File: src/rtl/morse_sym_ctrl_if.sv
// rtl/morse_sym_ctrl_if.sv - recorder and letter-decoder signal bundle for the morse symbol sequencer
interface morse_sym_ctrl_if #(
  parameter int WID = 32
) ();

  // Recorder side: end-of-message level, five duration slots, restart pulse.
  logic             m_end;
  logic [5*WID-1:0] value;
  logic             rec_rst;

  // Decoder side: one assembled symbol over a valid/ready handshake.
  logic             sym_valid;
  logic             sym_ready;
  logic [2:0]       sym_len;
  logic [4:0]       sym_bits;
  logic             sym_err;

  // Status.
  logic             busy;

  // The sequencer itself.
  modport master (
    input  m_end,
    input  value,
    input  sym_ready,
    output sym_valid,
    output sym_len,
    output sym_bits,
    output sym_err,
    output rec_rst,
    output busy
  );

  // The environment around it (recorder plus decoder).
  modport slave (
    output m_end,
    output value,
    output sym_ready,
    input  sym_valid,
    input  sym_len,
    input  sym_bits,
    input  sym_err,
    input  rec_rst,
    input  busy
  );

endinterface

File: src/rtl/morse_sym_ctrl.sv
// rtl/morse_sym_ctrl.sv - snapshots recorder slots, classifies dot/dash, presents one symbol
module morse_sym_ctrl #(
  parameter int WID      = 32,
  parameter int DASH_MIN = 8,
  parameter int MAX_CT   = 24
) (
  input  logic                  clk,
  input  logic                  reset,
  morse_sym_ctrl_if.master      bus
);

  localparam logic [WID-1:0] DASH_W = WID'(DASH_MIN);
  localparam logic [WID-1:0] MAX_W  = WID'(MAX_CT);

  typedef enum logic [2:0] {
    IDLE,
    LATCH,
    CLASSIFY,
    PRESENT,
    CLEAR,
    WAIT_LOW
  } state_t;

  state_t         state_q;
  logic [WID-1:0] snap_q [5];
  logic [2:0]     idx_q;
  logic [2:0]     len_q;
  logic [4:0]     bits_q;
  logic           err_q;
  logic           stop_q;
  logic           valid_q;
  logic           rec_rst_q;
  logic           busy_q;

  // Classification result for the slot currently addressed by idx_q.
  logic [WID-1:0] slot_cur;
  logic [2:0]     len_d;
  logic [4:0]     bits_d;
  logic           err_d;
  logic           stop_d;

  // One slot per cycle: the first zero slot ends the symbol, later slots are ignored.
  always_comb begin
    slot_cur = snap_q[idx_q];
    len_d    = len_q;
    bits_d   = bits_q;
    err_d    = err_q;
    stop_d   = stop_q;
    if (!stop_q) begin
      if (slot_cur == '0) begin
        stop_d = 1'b1;
      end else begin
        len_d         = len_q + 3'd1;
        bits_d[idx_q] = (slot_cur >= DASH_W);
        if (slot_cur > MAX_W) begin
          err_d = 1'b1;
        end
      end
    end
  end

  // Sequencer FSM with all outputs registered; reset aborts any message in flight.
  always_ff @(posedge clk) begin
    if (reset) begin
      state_q   <= IDLE;
      for (int i = 0; i < 5; i++) begin
        snap_q[i] <= '0;
      end
      idx_q     <= '0;
      len_q     <= '0;
      bits_q    <= '0;
      err_q     <= 1'b0;
      stop_q    <= 1'b0;
      valid_q   <= 1'b0;
      rec_rst_q <= 1'b0;
      busy_q    <= 1'b0;
    end else begin
      case (state_q)
        IDLE: begin
          if (bus.m_end) begin
            state_q <= LATCH;
            busy_q  <= 1'b1;
          end
        end

        LATCH: begin
          for (int i = 0; i < 5; i++) begin
            snap_q[i] <= bus.value[WID*i +: WID];
          end
          idx_q   <= '0;
          len_q   <= '0;
          bits_q  <= '0;
          err_q   <= 1'b0;
          stop_q  <= 1'b0;
          state_q <= CLASSIFY;
        end

        CLASSIFY: begin
          len_q  <= len_d;
          bits_q <= bits_d;
          stop_q <= stop_d;
          idx_q  <= idx_q + 3'd1;
          if (idx_q == 3'd4) begin
            // An empty symbol is never a valid letter.
            err_q   <= err_d | (len_d == 3'd0);
            valid_q <= 1'b1;
            state_q <= PRESENT;
          end else begin
            err_q <= err_d;
          end
        end

        PRESENT: begin
          if (bus.sym_ready) begin
            valid_q   <= 1'b0;
            rec_rst_q <= 1'b1;
            state_q   <= CLEAR;
          end
        end

        CLEAR: begin
          rec_rst_q <= 1'b0;
          state_q   <= WAIT_LOW;
        end

        WAIT_LOW: begin
          // m_end is a level; wait for it to drop so one message fires only once.
          if (!bus.m_end) begin
            state_q <= IDLE;
            busy_q  <= 1'b0;
          end
        end

        default: begin
          state_q   <= IDLE;
          valid_q   <= 1'b0;
          rec_rst_q <= 1'b0;
          busy_q    <= 1'b0;
        end
      endcase
    end
  end

  assign bus.sym_valid = valid_q;
  assign bus.sym_len   = len_q;
  assign bus.sym_bits  = bits_q;
  assign bus.sym_err   = err_q;
  assign bus.rec_rst   = rec_rst_q;
  assign bus.busy      = busy_q;

endmodule

File: src/flat_wrapper.sv
// flat-port wrapper written by rule: the top's interface ports become plain ports
module morse_sym_ctrl_flat 
#(
  parameter int WID      = 32,
  parameter int DASH_MIN = 8,
  parameter int MAX_CT   = 24
)
  (clk, reset, bus_m_end, bus_value, bus_sym_ready, bus_sym_valid, bus_sym_len, bus_sym_bits, bus_sym_err, bus_rec_rst, bus_busy);
  morse_sym_ctrl_if #(.WID(WID)) bus_i ();
  input  logic clk;
  input  logic reset;
  input wire logic [$bits(bus_i.m_end)-1:0] bus_m_end;
  input wire logic [$bits(bus_i.value)-1:0] bus_value;
  input wire logic [$bits(bus_i.sym_ready)-1:0] bus_sym_ready;
  output wire logic [$bits(bus_i.sym_valid)-1:0] bus_sym_valid;
  output wire logic [$bits(bus_i.sym_len)-1:0] bus_sym_len;
  output wire logic [$bits(bus_i.sym_bits)-1:0] bus_sym_bits;
  output wire logic [$bits(bus_i.sym_err)-1:0] bus_sym_err;
  output wire logic [$bits(bus_i.rec_rst)-1:0] bus_rec_rst;
  output wire logic [$bits(bus_i.busy)-1:0] bus_busy;
  assign bus_i.m_end = bus_m_end;
  assign bus_i.value = bus_value;
  assign bus_i.sym_ready = bus_sym_ready;
  assign bus_sym_valid = bus_i.sym_valid;
  assign bus_sym_len = bus_i.sym_len;
  assign bus_sym_bits = bus_i.sym_bits;
  assign bus_sym_err = bus_i.sym_err;
  assign bus_rec_rst = bus_i.rec_rst;
  assign bus_busy = bus_i.busy;
  morse_sym_ctrl #(.WID(WID), .DASH_MIN(DASH_MIN), .MAX_CT(MAX_CT)) u_core (.clk(clk), .reset(reset), .bus(bus_i));
endmodule
File: config.mk
export PLATFORM = sky130hd
export DESIGN_NAME = morse_sym_ctrl_flat
export DESIGN_NICKNAME = d
export VERILOG_FILES = /design/src/rtl/morse_sym_ctrl_if.sv /design/src/rtl/morse_sym_ctrl.sv /design/src/flat_wrapper.sv
export SDC_FILE = /design/constraint.sdc
export NUM_CORES = 1
export LEC_CHECK = 0
export CORE_MARGIN = 1.5
export CORE_UTILIZATION = 35
export DETAILED_ROUTE_END_ITERATION = 7
export PLACE_DENSITY = 0.68
export SYNTH_ARGS = -nofsm -noshare
export SYNTH_HDL_FRONTEND = slang
export SYNTH_SLANG_ARGS = --single-unit
File: constraint.sdc
create_clock -name clk -period 7.8 [get_ports clk]
set_clock_uncertainty 0.15 [all_clocks]
set_input_delay 1.56 -clock clk [delete_from_list [all_inputs] [get_ports clk]]
set_output_delay 1.56 -clock clk [all_outputs]
set_load 0.03 [all_outputs]
-- Word level (Yosys, flattened, before mapping)
Memory sizes are Yosys's and may differ from the RTL's. A register that Yosys moved wholly into a read port is not among the register bits.
Index checks and enable logic that the tools add are counted.
- register bits after elaboration: 19
- memory bits (writable): 160
- bits of input ports: 164
- output and inout port bits: 12
- word-level logic and storage cells: 93
- memories kept: 1
- memory list (name ; words ; bits a word ; read ports ; clocked after memory_dff ; wr ports ; line ; source):
    u_core.snap_q ; 5 ; 32 ; 1 ; 1 ; 5 ; morse_sym_ctrl.sv:25 ; logic [WID-1:0] snap_q [5];
- add/sub/neg operators: 2
- $lt $le $gt $ge: 4
- equality and inequality tests: 12
- multiplexer cells: 43
- bitwise operators: 9
- reduce and logical (&&, ||, !) cells: 13
- operator list (cell ; count):
    $mux W32 ; 5
    $ge A32 B4 Y1 const B ; 1
    $gt A32 B5 Y1 const B ; 1
    $logic_not A32 Y1 ; 1
    $mux W3 ; 8
    $pmux W3 S6 ; 1
    $mux W1 ; 17
    $pmux W3 S2 ; 2
    $reduce_or A4 Y1 ; 3
    $mux W5 ; 2
    $ne A2 B2 Y1 const B ; 5
    $pmux W5 S2 ; 1
    $eq A3 B3 Y1 const B ; 3
    $reduce_and A3 Y1 ; 3
    $add A3 B1 Y3 const B ; 2
    $eq A3 B2 Y1 const B ; 2
    $logic_not A3 Y1 ; 2
    $or A1 B1 Y1 ; 6
    $pmux W1 S2 ; 3
    $pmux W1 S3 ; 2
    $bwmux W5 ; 1
    $lt A3 B4 Y1 const B ; 1
    $reduce_and A4 Y1 ; 1
    $demux W1 S3 ; 1
    other kinds (7) ; 9

-- Longest topological paths before layout
Gate-level depths: netlist of run 1.
- depth in word-level cells: 8
- gate-level depth with buffers: 10
- gate-level depth less buffers: 7

-- Least setup slack after synthesis of run 1
Ideal clock, no wire load.
- path type: input to register
- from: in reset
- to: mem u_core.snap_q[0][0] (enable)
- setup time: 514 ps
- arrival time: 4784 ps
- data required time: 7136 ps
- setup slack: 2352 ps
- stages: 2
- buffers on the path: 0
- cell sequence: nor2_1 > inv_1
- RTL lines (what ; line ; source):
    from (decl) ; flat_wrapper.sv:11 ; input logic reset;
    to (decl) ; morse_sym_ctrl.sv:25 ;

==> run summary, run 1 <==
Status: finished clean
Starting Density: 0.356
Residual DRC: 0
Mapped Avg Cell Area: 13.2 um2
First-pass DRT Iterations: 4
Initial antenna violation count: 0
Vias in the first global route: 4971
Leakage: 3.68 nW
Core ar.: 21800 um2
WHS: 312 ps
Met3 Use GR: 0.0354
Arr. time, crit path: 4120 ps
Drt wl/cell: 15.8 um
Critical-path cell list: clkdlybuf4s50_1, nor2_1, inv_6, buf_4
GPL Wtd Cong: 0.823
Cell area after synthesis: 7750 um2
Synth Register Bits: 182
Share of layout cells above drive strength 1: 0.0718
WL final: 16500 um
CTS sink cnt: 182
Hold Buf Count CTS: 0
Clk pin slew, worst setup/hold paths: 70 ps
Io pins: 176
Fin Setup TNS: 0 ps
Total setup buffers inserted after CTS: 0
Die Wd: 152 um
CP Launch Type: input pin
Maximum clock path buffer count: 2
FMAX: 238 MHz
Area contributors post-synth: edfxtp_1, and2_1, dfxtp_1
Setup crit start: reset
M2 GR Usage: 0.238
Kind of critical path: in2reg
Final hold vios: 0
GRT Total Usage: 0.146
Total gr overflow: 0
Vias per Instance: 4.73
IO Port Bufs: 175
Gate power share: 0.098
Top delay family on crit path: buffers and inverters
Cells after Synth: 586
Worst Hold Class: reg2reg
Psw: 0.000498 W
H-tree levels: 4
Crit path time final: 4210 ps
CTS tree: done
GR peak layer: met2
# nets final: 920
FFs w/ async S/R, synth: 0
Worst-path maximum fanout: 105
# fillers: 1951
Synth cell types: 59
RSZ-0062 raised after global routing: no
Reg2Reg Setup Slack: 4670 ps
Die H: 152 um
Post-synth top area cell: edfxtp_1
Switching Fraction: 0.227
M1 GR Usage: 0.191
Yosys top cell area share: 0.620
CP endpoint kind: flip-flop
First-pass GRT wire length: 25900 um
Synth cell count leaders: and2_1, edfxtp_1, nor2_1, clkbuf_1
Clock Power Share: 0.375
DR iter-0 viols: 254
Peak supply drop: 0.000135 V
Most common cell in the netlist: and2_1
Pint: 0.00170 W
Worst r2r src: u_core.snap_q[0][28]
Number of synthesized flops with an enable pin: 160
CP max stage delay: 780 ps
Clk root buf: clkbuf_16
Later-pin clock latency in the skew report: 430 ps
Die footprint: 23100 um2
Layout area overhead: 32.8%
Mapped Nets: 753
Hold Crit Start: u_core.bus.sym_bits[4]
Detail Route Antenna Nets: 0
CP max stage cell: clkdlybuf4s50_1
Final period util: 0.539
Ys flop type: edfxtp_1
Reg power frac: 0.527
Worst endpoint required time: 7710 ps
Pin count of the biggest net entering global routing: 133
Hpwl dp: 11800 um
Setup violators final: 0
CP bufs+invs: 3
Via count: 4951
Num CTS Buffers: 17
Synth Warn #: 0
Sequential fraction of the synthesis area: 0.676
Max_slew headroom: 0.355
# rows: 54
PwrDens: 214 nW/um2
Resized Gates After CTS: 0
Max cap viols: 0
Pins Over Slew Limit: 0
Worst-Margin Slew: 968 ps
-- worst reg2reg max path, delay by kind of cell, from the launching register on --
family | cells | cell delay (ps)
AO/OA/AOI/OAI | 4 | 1150
flip-flops | 1 | 360
AND/OR/NAND/NOR | 2 | 1360
-- per-stage QoR --
step / area (um2) / instances / total power (W) / setup WS, ps / utilization
6_report: 10300 / 1047 / 0.00220 / 3590 / 0.473
5_1_grt: 10300 / 1046 / 0.00229 / 3400 / 0.473
4_1_cts: 10300 / 1046 / 0.00223 / 3550 / 0.473
3_5_place_dp: 9720 / 1014 / 0.00140 / 3090 / 0.447
3_3_place_gp: 9720 / 1014 / 0.00140 / 3160 / 0.447
2_1_floorplan: 7750 / 586 / 0.00128 / 2350 / -
-- final cells by class --
cell class	count	area, um2	share of cell area
clock buffer	17	425	0.0413
antenna	1	2.50	0.000243
inverter	5	23.8	0.00231
clock inverter	15	144	0.0140
multi-input combinational	367	2310	0.225
tap	280	350	0.0340
timing repair buffer	180	1790	0.174
sequential	182	5250	0.509
-- state kept, by name, indices dropped and copies added, names as in the netlist, named ones only --
name,flops
u_core.snap_q,160
u_core.bus.sym_bits,5
u_core.bus.sym_len,3
u_core.idx_q,3
u_core.state_q,3
u_core.bus.busy,1
u_core.bus.rec_rst,1
u_core.bus.sym_err,1
u_core.bus.sym_valid,1
u_core.stop_q,1
-- final timing paths --
check,to,depth (start not counted)
worst min-delay path,u_core.bus.sym_bits[4],2
worst min register to register,u_core.bus.sym_bits[4],2
worst max register to register,u_core.bus.sym_bits[2],6
worst max-delay path,u_core.snap_q[3][7],4
-- power by group through the flow --
stage	clock network, W	registers, W	logic (W)
2_1_floorplan	0	0.00118	0.0000983
3_3_place_gp	0	0.00118	0.000217
3_5_place_dp	0	0.00118	0.000219
4_1_cts	0.000849	0.00116	0.000220
5_1_grt	0.000885	0.00117	0.000237
6_report	0.000825	0.00116	0.000215
-- cells by family (layout without fill, tap and decap cells) --
family / after synthesis / count (layout) / share of synthesized area
AOI/OAI and AO/OA: 60 / 60 / 0.0570
muxes: 5 / 5 / 0.00823
xor gates and xnor gates: 2 / 2 / 0.00226
and+or+nand+nor: 297 / 297 / 0.226
DFF: 182 / 182 / 0.676
buffers and inverters: 37 / 217 / 0.0257
other: 0 / 1 / 0
adders and majority gates: 3 / 3 / 0.00484
-- placed cells by master (no fill, tap or decap), drive strengths merged, types with 3 or more instances in the layout --
cell           netlist  layout
clkdlybuf4s50        0     175
and2               161     161
edfxtp             160     160
nor2                32      32
nand2               22      22
dfxtp               22      22
nor4                18      18
clkbuf              27      17
nor3                17      17
a21oi               16      16
inv                  5      11
nand3               10      10
o21ai                8       8
or4                  8       8
nand2b               6       6
or3                  6       6
o211ai               5       5
buf                  5       5
clkinv               0       5
nor3b                4       4
nand3b               4       4
nand4                4       4
a211oi               4       4
o41ai                4       4
o311ai               4       4
mux2i                3       3
ha                   3       3
clkinvlp             0       3
-- per-layer routing --
metal,part of all wire,routed length (um)
met5,0,0
met4,0.017,285
met3,0.054,890
met2,0.48,7980
met1,0.45,7350
No activity file was read; power rests on OpenSTA's default activity.
==> inputs of run 2 (changes only) <==
PLACE_DENSITY = 0.7   (was 0.68)
clock period = 3.7 ns   (was 7.8 ns; I/O delays follow)
==> run 2 against run 1 <==
Non-clock buffer count grew 4. Register-to-register slack lost 4100 ps. Clock power grew 110%. Utilization grew 0.47 points. Flip-flop and latch count is the same. Routed wire length grew 2.4%. Critical path depth grew 4. Final area grew 1.0%. Critical path type is now reg2reg. First-iteration DRC count grew 6.7%. Final cell count grew 0.38%. Total power grew 110%.
==> run summary, run 2 (synthesis results as in run 1) <==
Status: finished clean
DR iter-0 viols: 271 (+6.7%)
# rows: 54 (unchanged)
Pins Over Slew Limit: 0 (unchanged)
Arr. time, crit path: 3300 ps (-820 ps)
Final Core Density: 0.478 (+0.00472)
Worst r2r dst: u_core.bus.sym_bits[2]
Drt wl/cell: 16.1 um (+2.0%)
CTS tree: done
Max reg flops: 160 (unchanged)
Hpwl dp: 12400 um (+4.9%)
CP endpoint kind: flip-flop
Initial antenna violation count: 3 (+3)
Io pins: 176 (unchanged)
Worst-Margin Slew: 723 ps (-245 ps)
Reg with most FFs: u_core.snap_q
Worst R2R Path Depth: 8 (+2)
GPL Wtd Cong: 0.800 (-2.9%)
Layout area overhead: 34.1%
Commonest non-fill, non-tap cell in the layout: clkdlybuf4s50_1
Total setup buffers inserted after CTS: 0 (unchanged)
Worst endpoint required time: 3860 ps (-3850 ps)
Pwr Total: 0.00466 W (+110%)
Total gr overflow: 0 (unchanged)
Vias per Instance: 4.78 (+1.1%)
Vias in the first global route: 5147 (+3.5%)
# nets final: 924 (+0.43%)
Via count: 5026 (+1.5%)
Share of layout cells above drive strength 1: 0.0766 (+0.00482)
PwrDens: 448 nW/um2 (+110%)
First-pass DRT Iterations: 4 (unchanged)
RSZ-0062 raised after global routing: no
Die H: 152 um (unchanged)
Clk pin slew, worst setup/hold paths: 70 ps (about the same)
Crit path capture: u_core.bus.sym_bits[2]
Fin Setup TNS: 0 ps (unchanged)
FMAX: 319 MHz
# fillers: 1976 (+1.3%)
Die footprint: 23100 um2 (unchanged)
Final hold vios: 0 (unchanged)
Reg2Reg Setup Slack: 560 ps (-4110 ps)
First-pass GRT wire length: 26700 um (+2.9%)
Kind of critical path: reg2reg
Leakage: 3.71 nW (+0.80%)
Core ar.: 21800 um2 (unchanged)
Clk root buf: clkbuf_16
GRT Total Usage: 0.151 (+0.00423)
Setup violators final: 0 (unchanged)
Resized Gates After CTS: 0 (unchanged)
Worst-path maximum fanout: 15 (-86%)
Die Wd: 152 um (unchanged)
IO Port Bufs: 175 (unchanged)
Num CTS Buffers: 17 (unchanged)
Maximum clock path buffer count: 2 (unchanged)
Residual DRC: 0 (unchanged)
H-tree levels: 4 (unchanged)
WL final: 16900 um (+2.4%)
Later-pin clock latency in the skew report: 430 ps (about the same)
Detail Route Antenna Nets: 0 (unchanged)
Pin count of the biggest net entering global routing: 82 (-38%)
Max cap viols: 0 (unchanged)
Final period util: 0.848
Max_slew headroom: 0.514 (+0.159)
Worst Hold Class: reg2reg
Hold Buf Count CTS: 0 (unchanged)
CP Launch Type: flip-flop
Commonest non-fill, non-tap cells in the layout: clkdlybuf4s50_1, and2_1, edfxtp_1
Starting Density: 0.356 (unchanged)
CTS sink cnt: 182 (unchanged)
Crit path time final: 3140 ps
Peak supply drop: 0.000275 V (+100%)
-- run 2: power by group --
group	switching, W	total (W)	internal [W]
Clock	0.000801	0.00175	0.000946
Sequential	0.0000534	0.00245	0.00240
Combinational	0.000205	0.000462	0.000257
-- run 2: worst min path at each step --
stage	slack, ps	endpoint	cells after the start	startpoint
after floorplan	380	u_core.bus.sym_valid	2	u_core.idx_q[2]
after global placement	300	u_core.bus.rec_rst	2	u_core.bus.rec_rst
after detailed placement	320	u_core.bus.sym_bits[0]	2	u_core.bus.sym_bits[0]
after CTS	330	u_core.bus.sym_bits[0]	2	u_core.bus.sym_bits[0]
after global routing	360	u_core.bus.sym_bits[0]	2	u_core.bus.sym_bits[0]
final	320	u_core.bus.sym_bits[0]	2	u_core.bus.sym_bits[0]
-- run 2: area by class of cell --
cell class / instances / area (um2) / share of cell area
Multi-Input combinational cell: 367 / 2320 / 0.223
Sequential cell: 182 / 5250 / 0.504
Inverter: 5 / 22.5 / 0.00217
Timing Repair Buffer: 184 / 1880 / 0.181
Tap cell: 280 / 350 / 0.0337
Antenna cell: 1 / 2.50 / 0.000241
Clock inverter: 15 / 148 / 0.0142
Clock buffer: 17 / 425 / 0.0409
-- run 2: metal layers --
layer,track usage,part of all wire
met2,0.251,0.49
met1,0.187,0.43
met5,0,0.0012
met3,0.0496,0.064
met4,0.0421,0.014
-- run 2: critical path, stage by stage, from the launching register on --
cell,delay (ps)
dfxtp_1,470
buf_4,250
or4_1,510
or3_1,310
o211ai_1,130
o311ai_2,190
nor4b_4,610
o311ai_0,280
o41ai_1,120
-- run 2: metrics by stage --
stage | cells | worst slack (ps) | instance area, um2 | hold slack (ps)
4_1_cts | 1050 | 567 | 10400 | 331
5_1_grt | 1050 | 330 | 10400 | 356
6_report | 1051 | 561 | 10400 | 322
3_3_place_gp | 1018 | 742 | 9820 | 296
3_5_place_dp | 1018 | 588 | 9820 | 320
2_1_floorplan | 586 | -162 | 7770 | 379
==> RTL edit 1 (config.mk and constraints of run 1) <==
`WID` is set to 32 in 3 places; all go to 48.
--- a/src/rtl/morse_sym_ctrl_if.sv
+++ b/src/rtl/morse_sym_ctrl_if.sv
@@ -2,3 +2,3 @@
 interface morse_sym_ctrl_if #(
-  parameter int WID = 32
+  parameter int WID = 48
 ) ();
--- a/src/rtl/morse_sym_ctrl.sv
+++ b/src/rtl/morse_sym_ctrl.sv
@@ -2,3 +2,3 @@
 module morse_sym_ctrl #(
-  parameter int WID      = 32,
+  parameter int WID      = 48,
   parameter int DASH_MIN = 8,
--- a/src/flat_wrapper.sv
+++ b/src/flat_wrapper.sv
@@ -3,3 +3,3 @@
 #(
-  parameter int WID      = 32,
+  parameter int WID      = 48,
   parameter int DASH_MIN = 8,
Interface: changed (resized bus_value); port bits go from 176 to 256. The function was not compared with the original's and may differ.
==> RTL edit 1 against run 1 <==
Synthesized area grew 40%; power up 54%; via count grew 36%; sequential power increased by 53%; sequential cell count rose by 80; critical endpoint is now u_core.bus.sym_bits[4]; cell area rose by 42%; routed wire length grew 48%; non-clock buffer count rose by 79; count of clock-buffer cells in the layout rose by 16; setup slack improved by 0.083 ns; worst hold slack about the same.
==> RTL edit 1: results (changes against run 1) <==
outcome completed (unchanged); PortBufs 255 (was 175); leakage power figure 5.285 nW (was 3.682 nW); share of cells above drive strength 1 0.05472 (was 0.07180); uppermost layer routed met5 (was met4); met1 WL 10200 um (was 7351 um); count of unique library cells instantiated by Yosys 57 (was 59); via count of the first global-routing pass 6695 (was 4971); number of fill cells in the layout 2656 (was 1951); register bank with the most flops u_core.snap_q (unchanged); Slowest-stage cell, CP sky130_fd_sc_hd__clkdlybuf4s50_1 (unchanged); Setup Buffers After CTS 0 (unchanged); logic gate share of total power 0.111 (was 0.098); proportion of synthesized chip area in sequential cells 0.7064 (was 0.6765); signal arrival time at the worst endpoint 4.40 ns (was 4.12 ns); synthesized net count 1034 (was 753); delay of the slowest cell on the worst path 0.92 ns (was 0.78 ns); NetSw 0.0007604 W (was 0.0004985 W); GRT met1 Usage 0.1837 (was 0.1909); flip-flop count of the largest register, all copies and words added 240 (was 160); weighted congestion reported at the end of routability-driven placement 0.7902 (was 0.8234); number of enable flip-flop cells after synthesis 240 (was 160); IR drop worst, VDD 0.0001473 V (was 0.0001352 V); global-route wire length before repair 36150 um (was 25930 um); CP max FO 122 (was 105); total routing resource utilization after global routing 0.1504 (was 0.1464); ratio of routed vias to standard cells 4.630 (was 4.729); initial antenna violation count 2 (was 0); TritonCTS Buffers 28 (was 17); post-CTS sizing 0 (unchanged); max-slew headroom at the worst pin 0.3327 (was 0.3548); clk slew on worst S/H paths roughly 0.060 ns; async set-reset flop share out of synthesis 0 (unchanged); GR met3 Demand/Resource 0.03732 (was 0.03537); clock latency at the later pin of the worst-skew pair 0.53 ns (was 0.43 ns); aggregate routed wire length 24510 um (was 16510 um); Starting DRT DRC Count 320 (was 254); level count of the clock H-tree 1 (was 4); top post-synthesis cells by count sky130_fd_sc_hd__and2_1, sky130_fd_sc_hd__edfxtp_1, sky130_fd_sc_hd__nor4_1 (was sky130_fd_sc_hd__and2_1, sky130_fd_sc_hd__edfxtp_1, sky130_fd_sc_hd__nor2_1); pre-CTS WS 3.119 ns (was 3.093 ns); first drt pass iteration count 5 (was 4); Final HPWL DP 17430 um (was 11780 um); global-route track usage on met2 0.2619 (was 0.2383); NumNets Final 1285 (was 920); P_seq 0.00177 W (was 0.00116 W); Post-synth top flop sky130_fd_sc_hd__edfxtp_1 (unchanged); pin count of the biggest net entering global routing 123 (was 133); dominant cells by area after synthesis sky130_fd_sc_hd__edfxtp_1, sky130_fd_sc_hd__and2_1, sky130_fd_sc_hd__dfxtp_1 (unchanged); met2 wire length 12120 um (was 7982 um); Met3 Wirelength 1613 um (was 890 um); buffer levels on the longest clock path 3 (was 2)
==> RTL edit 1: cell type report <==
type	count	area [sq um]	share of cell area
inverter	6	22.52	0.001539
multi-input combinational	481	3008	0.2056
sequential	262	7649	0.5227
tap	396	495.5	0.03386
timing repair buffer	259	2595	0.1773
clock buffer	33	740.7	0.05062
antenna	1	2.502	0.0001710
clock inverter	19	120.1	0.008209
==> RTL edit 1: worst paths after layout <==
kind	startpoint	end	slack [ns]	cells past startpoint
setup / recovery	reset	u_core.bus.sym_bits[4]	3.68	5
setup reg to reg	flop	u_core.bus.sym_bits[3]	4.31	8
hold / removal	u_core.bus.rec_rst	u_core.bus.rec_rst	0.31	2
hold reg to reg	u_core.bus.rec_rst	u_core.bus.rec_rst	0.31	2
==> RTL edit 1: stage by stage <==
| stage | std cells | area, sq um | hold slack, ns | power [W] | utilization |
|---|---|---|---|---|---|
| finish | 1457 | 14630 | 0.3118 | 0.003380 | 0.4796 |
| global route | 1457 | 14630 | 0.3501 | 0.003523 | 0.4796 |
| CTS | 1456 | 14630 | 0.3161 | 0.003420 | 0.4795 |
| detailed placement | 1404 | 13770 | 0.3080 | 0.002187 | 0.4513 |
| global placement | 1404 | 13770 | 0.2960 | 0.002174 | 0.4513 |
| floorplan | 787 | 10830 | 0.3538 | 0.001993 | - |
==> RTL edit 1: cell families after synthesis <==
| family | Yosys count | synth area share |
|---|---|---|
| muxes | 6 | 0.006010 |
| AOI/OAI and AO/OA | 58 | 0.03756 |
| xor gates and xnor gates | 1 | 0.0008092 |
| adders and majority gates | 3 | 0.003468 |
| DFF | 262 | 0.7064 |
| and+or+nand+nor | 413 | 0.2293 |
| buffers and inverters | 44 | 0.01641 |
==> RTL edit 2 (settings of run 1) <==
Without the edit above. Encoding of `state_t`: now one-hot (6 bits for 6 states).
--- a/src/rtl/morse_sym_ctrl.sv
+++ b/src/rtl/morse_sym_ctrl.sv
@@ -14,9 +14,9 @@
 
-  typedef enum logic [2:0] {
-    IDLE,
-    LATCH,
-    CLASSIFY,
-    PRESENT,
-    CLEAR,
-    WAIT_LOW
+  typedef enum logic [5:0] {
+    IDLE     = 6'b000001,
+    LATCH    = 6'b000010,
+    CLASSIFY = 6'b000100,
+    PRESENT  = 6'b001000,
+    CLEAR    = 6'b010000,
+    WAIT_LOW = 6'b100000
   } state_t;
Function: no difference found for any inputs over 10 cycles, from zero or initial values and one cycle with reset high; not proved beyond that.
==> RTL edit 2 against run 1 <==
Setup slack got worse by 0.23 ns; cell area rose by 1.6%; power rose by 1.0%; critical path type unchanged; combinational power fell by 24%; final cell count rose by 0.67%; sequential cell count rose by 3; maximum frequency fell by 5.2%; utilization rose by 0.59 points; synthesized area rose by 0.65%; count of clock-buffer cells in the layout did not move; register-to-register slack got worse by 0.34 ns; routed wire length barely moved; via count fell by 0.12%; highest routed layer unchanged.
==> RTL edit 2: results (changes against run 1) <==
ratio of routed vias to standard cells 4.692 (was 4.729); met1 WL 7580 um (was 7351 um); setup slack, reg-to-reg 4.33 ns (was 4.67 ns); dominant cells by area after synthesis sky130_fd_sc_hd__edfxtp_1, sky130_fd_sc_hd__and2_1, sky130_fd_sc_hd__dfxtp_1 (unchanged); Post-Synth Adder-Cell Area 0.004810 (was 0.004841); pre-CTS WS 2.935 ns (was 3.093 ns); number of diodes added for antenna fixing 0 (was 1); met2 wire length 7965 um (was 7982 um); global-route wire length before repair 26020 um (was 25930 um); max-slew headroom at the worst pin 0.3154 (was 0.3548); placed instance area 0.009833 sq mm (was 0.009723 sq mm); global-route track usage on met2 0.2372 (was 0.2383); pin count of the biggest net entering global routing 111 (was 133); HP Start u_core.bus.busy (was u_core.bus.sym_bits[4]); Final HPWL DP 11520 um (was 11780 um); proportion of synthesized chip area in sequential cells 0.6798 (was 0.6765); logic depth of the worst register-to-register path 5 (was 6); Met3 Wirelength 772 um (was 890 um); capturing instance or port of the critical path u_core.snap_q[3][30] (was u_core.snap_q[3][7]); GRT met1 Usage 0.1963 (was 0.1909); top post-synthesis cells by count sky130_fd_sc_hd__and2_1, sky130_fd_sc_hd__edfxtp_1, sky130_fd_sc_hd__nor2_1 (unchanged); first drt pass iteration count 5 (was 4); number of fill cells in the layout 1936 (was 1951); total routing resource utilization after global routing 0.1463 (was 0.1464); via count of the first global-routing pass 4926 (was 4971); count of unique library cells instantiated by Yosys 51 (was 59); outcome completed (unchanged); GR met3 Demand/Resource 0.03498 (was 0.03537); Starting DRT DRC Count 323 (was 254); weighted congestion reported at the end of routability-driven placement 0.7876 (was 0.8234); internal power 0.001761 W (was 0.001700 W); compound-cell area share of the yosys netlist 0.05644 (was 0.05696); R2R Path Start u_core.state_q[4] (was u_core.snap_q[0][28]); Placed Instances 1022 (was 1014); share of cells above drive strength 1 0.06202 (was 0.07180); leakage power figure 3.741 nW (was 3.682 nW); IR drop worst, VDD 0.0001325 V (was 0.0001352 V); multiplexer area fraction after synthesis 0.01299 (was 0.008230); xor/xnor share of the synthesized area 0.005612 (was 0.002259); NumNets Final 928 (was 920); delay of the slowest cell on the worst path 0.94 ns (was 0.78 ns); Syn Inst Count 591 (was 586)
[RTL edit 2: cell count changes after synthesis, sizes merged, moves of 4 or more]
cell,run 1,this run
o21ai,8,17
nand4,4,0
nor2b,0,4
o41ai,4,0
nand2,22,14
nor2,32,38
o31ai,1,5
[RTL edit 2: cells by family after synthesis]
group / after synthesis
and+or+nand+nor: 297
DFF: 185
AOI/OAI and AO/OA: 61
buffers and inverters: 33
muxes: 7
xor gates and xnor gates: 5
adders and majority gates: 3
[RTL edit 2: area by class of cell]
| type | count | area, sq um | area share |
|---|---|---|---|
| clock buffer | 17 | 425.4 | 0.04068 |
| clock inverter | 15 | 197.7 | 0.01891 |
| inverter | 5 | 23.77 | 0.002274 |
| multi-input combinational | 373 | 2372 | 0.2269 |
| sequential | 185 | 5305 | 0.5074 |
| tap | 280 | 350.3 | 0.03350 |
| timing repair buffer | 179 | 1782 | 0.1704 |
[RTL edit 2: worst min-delay path by stage]
stage	end	slack [ns]
after floorplan	u_core.stop_q	0.37
after global placement	u_core.bus.sym_valid	0.33
after detailed placement	u_core.bus.busy	0.34
after CTS	u_core.bus.busy	0.36
after global routing	u_core.bus.sym_len[1]	0.40
final	u_core.bus.busy	0.35
[RTL edit 2: power by group through the flow]
stage | Clock (W) | Sequential, W | Combinational [W]
6_report | 0.000916 | 0.00114 | 0.000164
5_1_grt | 0.000973 | 0.00115 | 0.000180
4_1_cts | 0.000934 | 0.00114 | 0.000167
3_5_place_dp | 0 | 0.00116 | 0.000167
3_3_place_gp | 0 | 0.00116 | 0.000166
2_1_floorplan | 0 | 0.00117 | 0.0000585
